===== src/rtl/seg_scan_driver.sv =====
// Time-multiplexed driver for eight 7-segment digits in two 4-digit groups.
// Each frame decodes from a snapshot of the inputs and every slot begins with a blanked gap.
module seg_scan_driver #(
    parameter int unsigned SCAN_DIV = 100000,
    parameter int unsigned DEAD     = 4
) (
    input  logic        sys_clk_in,
    input  logic        sys_rst,
    input  logic [31:0] disp_value,
    input  logic [7:0]  disp_en,
    input  logic [7:0]  disp_dp,
    input  logic        lz_blank,
    output logic [7:0]  seg_data_0_pin,
    output logic [7:0]  seg_data_1_pin,
    output logic [7:0]  seg_cs_pin,
    output logic        frame_tick
);

    localparam int unsigned CW = (SCAN_DIV > 1) ? $clog2(SCAN_DIV) : 1;
    typedef logic [CW-1:0] cnt_t;
    localparam cnt_t C_LAST = cnt_t'(SCAN_DIV - 1);

    cnt_t        r_c;
    logic [1:0]  r_idx;
    logic [31:0] r_sh_val;
    logic [7:0]  r_sh_en;
    logic [7:0]  r_sh_dp;
    logic        r_sh_lz;
    logic [7:0]  r_seg0;
    logic [7:0]  r_seg1;
    logic [7:0]  r_cs;
    logic        r_tick;

    logic        w_load;
    logic        w_wrap;
    logic        w_dead;
    cnt_t        w_c_next;
    logic [1:0]  w_idx_next;
    logic [31:0] w_val;
    logic [7:0]  w_en;
    logic [7:0]  w_dp;
    logic        w_lz;
    logic [7:0]  w_nz_from;
    logic [7:0]  w_supp;
    logic [2:0]  w_k0;
    logic [2:0]  w_k1;
    logic [3:0]  w_nib0;
    logic [3:0]  w_nib1;
    logic [6:0]  w_pat0;
    logic [6:0]  w_pat1;
    logic [7:0]  w_seg0_d;
    logic [7:0]  w_seg1_d;
    logic [7:0]  w_cs_d;

    function automatic logic [6:0] hex7(input logic [3:0] nib);
        logic [6:0] pat;
        unique case (nib)
            4'h0: pat = 7'h3F;
            4'h1: pat = 7'h06;
            4'h2: pat = 7'h5B;
            4'h3: pat = 7'h4F;
            4'h4: pat = 7'h66;
            4'h5: pat = 7'h6D;
            4'h6: pat = 7'h7D;
            4'h7: pat = 7'h07;
            4'h8: pat = 7'h7F;
            4'h9: pat = 7'h6F;
            4'hA: pat = 7'h77;
            4'hB: pat = 7'h7C;
            4'hC: pat = 7'h39;
            4'hD: pat = 7'h5E;
            4'hE: pat = 7'h79;
            4'hF: pat = 7'h71;
            default: pat = 7'h00;
        endcase
        return pat;
    endfunction

    assign w_load     = (r_c == '0) && (r_idx == 2'd0);
    assign w_wrap     = (r_c == C_LAST);
    assign w_c_next   = w_wrap ? '0 : r_c + cnt_t'(1);
    assign w_idx_next = w_wrap ? r_idx + 2'd1 : r_idx;
    assign w_dead     = (32'(r_c) < DEAD);

    // Decode from the value being latched on a load edge so slot 0 never sees stale shadows.
    assign w_val = w_load ? disp_value : r_sh_val;
    assign w_en  = w_load ? disp_en    : r_sh_en;
    assign w_dp  = w_load ? disp_dp    : r_sh_dp;
    assign w_lz  = w_load ? lz_blank   : r_sh_lz;

    always_comb begin
        w_nz_from = '0;
        w_supp    = '0;
        for (int k = 0; k < 8; k++) begin
            w_nz_from[k] = ((w_val >> (4 * k)) != 32'd0);
            w_supp[k]    = w_lz && (k != 0) && !w_nz_from[k];
        end
    end

    assign w_k0   = {1'b0, r_idx};
    assign w_k1   = {1'b1, r_idx};
    assign w_nib0 = w_val[{w_k0, 2'b00} +: 4];
    assign w_nib1 = w_val[{w_k1, 2'b00} +: 4];
    assign w_pat0 = w_supp[w_k0] ? 7'h00 : hex7(w_nib0);
    assign w_pat1 = w_supp[w_k1] ? 7'h00 : hex7(w_nib1);

    always_comb begin
        w_cs_d   = 8'h00;
        w_seg0_d = 8'hFF;
        w_seg1_d = 8'hFF;
        if (!w_dead) begin
            w_cs_d[w_k0] = w_en[w_k0];
            w_cs_d[w_k1] = w_en[w_k1];
            w_seg0_d     = ~{w_dp[w_k0], w_pat0};
            w_seg1_d     = ~{w_dp[w_k1], w_pat1};
        end
    end

    always_ff @(posedge sys_clk_in or posedge sys_rst) begin
        if (sys_rst) begin
            r_c      <= '0;
            r_idx    <= 2'd0;
            r_sh_val <= 32'd0;
            r_sh_en  <= 8'h00;
            r_sh_dp  <= 8'h00;
            r_sh_lz  <= 1'b0;
        end else begin
            r_c   <= w_c_next;
            r_idx <= w_idx_next;
            if (w_load) begin
                r_sh_val <= disp_value;
                r_sh_en  <= disp_en;
                r_sh_dp  <= disp_dp;
                r_sh_lz  <= lz_blank;
            end
        end
    end

    always_ff @(posedge sys_clk_in or posedge sys_rst) begin
        if (sys_rst) begin
            r_seg0 <= 8'hFF;
            r_seg1 <= 8'hFF;
            r_cs   <= 8'h00;
            r_tick <= 1'b0;
        end else begin
            r_seg0 <= w_seg0_d;
            r_seg1 <= w_seg1_d;
            r_cs   <= w_cs_d;
            r_tick <= w_load;
        end
    end

    assign seg_data_0_pin = r_seg0;
    assign seg_data_1_pin = r_seg1;
    assign seg_cs_pin     = r_cs;
    assign frame_tick     = r_tick;

endmodule


===== config.mk =====
export PLATFORM = sky130hd
export DESIGN_NAME = seg_scan_driver
export DESIGN_NICKNAME = d
export VERILOG_FILES = /design/src/rtl/seg_scan_driver.sv
export SDC_FILE = /design/constraint.sdc
export NUM_CORES = 1
export LEC_CHECK = 0
export BUFFER_PORTS_ARGS = -buffer_cell sky130_fd_sc_hd__buf_2
export CAP_MARGIN = 40
export CORE_MARGIN = 10
export CORE_UTILIZATION = 45
export DETAILED_ROUTE_END_ITERATION = 8
export GPL_ROUTABILITY_DRIVEN = 1
export GPL_TIMING_DRIVEN = 0
export PLACE_DENSITY = 0.74
export SLEW_MARGIN = 20
export SYNTH_ARGS = -nofsm -noshare
export SYNTH_HDL_FRONTEND = slang
export SYNTH_SLANG_ARGS = --single-unit

===== constraint.sdc =====
create_clock -name sys_clk_in -period 13.02 [get_ports sys_clk_in]
set_clock_uncertainty 0.2 [all_clocks]
set_input_delay 3.255 -clock sys_clk_in [delete_from_list [all_inputs] [get_ports sys_clk_in]]
set_output_delay 3.255 -clock sys_clk_in [all_outputs]
set_load 0.01 [all_outputs]

==> out/metrics.csv <==
stage,metric,value,unit
outcome,status,completed,
floorplanning,die width,125.4,um
cells_and_area,final core utilization,53.19,%
yosys,Synth Instances,469,
critical_path,arrival time worst endpoint,5.50,ns
clock_network,clk_lat worst skew,0.38,ns
timing,setup repair after global routing missed its margin,no,
global_route,grt ovf,0,
timing,setup violators final,0,
timing,setup_tns,0,ns
cells_and_area,"commonest non-fill, non-tap cell in the layout",nand2_1,
global_route,vias in the first global route,4040,
cells_and_area,diode count,0,
cells_and_area,fin area,5766,um^2
timing,clock period minus worst slack,5.394,ns
routing,# DRC,0,
routing,initial DRC count,373,
global_route,GRT Total Usage,15.73,%
timing,max-slew violations,0,
timing,Slew @ Worst Pin,0.6654,ns
placed_design,final RePlAce weighted congestion,0.9012,
power,Max VDD drop,0.00005442,V
global_route,pin count of the biggest net entering global routing,60,
cells_and_area,Area Overhead vs Synth,15.23,%
routing,DR pass1 iterations,5,
routing,Antenna Violating Nets Remaining,0,
critical_path,worst setup path class,primary input to flop,
yosys,Synth top area share,38.51,%
critical_path,critical path endpoint category,flop,
placed_design,placed inst area,5584,um^2
yosys,#FFs+latches synth,93,
global_route,first-pass GRT wire length,20.59,mm
yosys,top area cells in the synthesized netlist,"dfrtp_1, dfstp_2, nand2_1",
clock_network,Clock Root Buffer,clkbuf_8,
critical_path,"Max FO, Critical Path",7,
clock_network,CTS tree,yes,
critical_path,WP data required,13.13,ns
yosys,number of synthesized flops with an enable pin,0,
yosys,register area share after synthesis,46.91,%
yosys,synth unique cells,55,
run,MaxCap Viol Count,0,
routing,final wirelength,12.35,mm
cells_and_area,most frequent cells in the layout,"nand2_1, buf_2, dfrtp_1",
global_route,antenna violations before repair,0,
clock_network,CTS Sinks,93,
power,PwrDens,96.02,nW/um^2
yosys,Mean Syn Cell Area,10.67,um^2
clock_network,cts hold-fix bufs,0,
cells_and_area,fin nets,625,
timing,"Hold Violations, Final",0,
timing,f_max,185.4,MHz
routing,vias per cell,5.593,
timing,crit share post-route,41.43,%
clock_network,Num CTS Buffers,9,
placed_design,# port buffers,75,
floorplanning,die area,15740,um^2
clock_network,post-CTS resize count,0,
floorplanning,Starting Density,46.16,%
yosys,synth warn,0,
yosys,"Async S/R FF share, synth",100.0,%
clock_network,clk slew on worst S/H paths,0.10,ns
clock_network,H-tree levels,3,
yosys,Synth Net Count,538,
routing,DR WL/cell,17.62,um
critical_path,startpoint types,primary input,
cells_and_area,share of cells above drive strength 1,30.12,%
routing,total number of vias,3921,
timing,max_slew headroom,55.64,%
yosys,Main synth FF type,dfrtp_1,
clock_network,deepest clock path buffer count,2,
power,leak pwr,2.730,nW
yosys,cell taking the most area after synthesis,dfrtp_1,
floorplanning,Die Y,125.4,um
floorplanning,core area,10840,um^2
clock_network,postcts setup bufs,0,
floorplanning,boundary pin count,76,
floorplanning,site row count,38,
yosys,cell area after synthesis,5004,um^2
placed_design,HPWL after DPL,9.381,mm
min_path,worst hold path type,flop to flop,
-- registers in the layout, summed over array words and instances, names as in the netlist --
name / flops
r_sh_val: 32
r_c: 17
r_sh_dp: 8
r_sh_en: 8
seg_cs_pin: 8
seg_data_0_pin: 8
seg_data_1_pin: 8
r_idx: 2
frame_tick: 1
r_sh_lz: 1
-- layer usage --
layer	track usage [%]	up-vias	share of wire, %
met1	20.80	1935	44
met3	4.014	22	7.4
li1	-	1810	-
met2	24.16	154	47
met4	6.098	0	1.7
met5	0	-	0
-- cells in the mapped netlist (4+ instances only) --
cell and number:
nor3_1 9, inv_1 20, dfstp_2 16, mux2_2 22, o21ai_0 9, mux2_4 8, clkbuf_1 9, nor2_1 20
a211oi_1 5, dfrtp_1 77, a211o_1 5, nand3_1 14, ha_1 18, mux2i_1 13, mux4_2 14, nor4_1 11
xnor2_1 8, xor2_1 9, o221ai_1 4, nand2_1 111, buf_2 6, o211ai_1 4, nor2b_1 4
-- metrics by stage --
step / total power [mW] / setup slack, ns / hold WS (ns) / instances
global placement: 0.3722 / 6.164 / 0.2494 / 684
floorplan: 0.3507 / 7.171 / 0.2360 / 469
global route: 0.5785 / 7.313 / 0.3204 / 701
detailed placement: 0.3764 / 7.255 / 0.2666 / 685
finish: 0.5536 / 7.626 / 0.2915 / 701
CTS: 0.5578 / 7.602 / 0.2896 / 701
-- worst paths after layout --
| check | from | end | slack [ns] | depth (start not counted) |
|---|---|---|---|---|
| worst min register to register | r_sh_val[19]$_DFF_PP0_ | r_sh_val[19]$_DFF_PP0_ | 0.29 | 2 |
| max in group asynchronous | sys_rst | seg_data_1_pin[3]$_DFF_PP1_ | 9.26 | 3 |
| worst max-delay path | disp_value[8] | seg_data_0_pin[3]$_DFF_PP1_ | 7.63 | 8 |
| worst max register to register | r_idx[1]$_DFFE_PP0N_ | seg_data_0_pin[3]$_DFF_PP1_ | 7.63 | 16 |
| worst min-delay path | r_sh_val[19]$_DFF_PP0_ | r_sh_val[19]$_DFF_PP0_ | 0.29 | 2 |
| min in group asynchronous | sys_rst | r_sh_en[3]$_DFF_PP0_ | 2.67 | 2 |
-- worst max-delay path, stage by stage --
cell and delay, ns:
buf_2 0.12, mux2_2 0.28, mux4_2 0.53, ha_1 0.31, nor2b_1 0.17, mux2_1 0.28
or3_1 0.35, a21bo_1 0.21
-- where the power goes --
part           switching, mW  internal (mW)  leakage (nW)  total, mW
combinational         0.0339         0.0281          1.53     0.0620
sequential           0.00510          0.304          1.11      0.309
clock                  0.110         0.0728        0.0894      0.183
total                  0.149          0.405          2.73      0.554
-- area by class of cell --
type / count / area (um^2)
Inverter: 21 / 81.33
Multi-Input combinational cell: 335 / 2472
Fill cell: 925 / 5075
Buffer: 20 / 105.1
Clock inverter: 6 / 53.80
Tap cell: 140 / 175.2
Timing Repair Buffer: 76 / 402.9
Sequential cell: 93 / 2347
Clock buffer: 10 / 127.6
-- logic make-up (layout without fill, tap and decap cells) --
family          after synthesis  after routing  synth area share, %
buf+inv                      41            133                3.676
mux                          60             60                16.93
xor+xnor                     17             17                2.976
flops                        93             93                46.91
compound gates               50             50                7.527
fa+ha+maj                    18             18                4.501
simple gates                190            190                17.48
(Power assumes the default switching activity.)
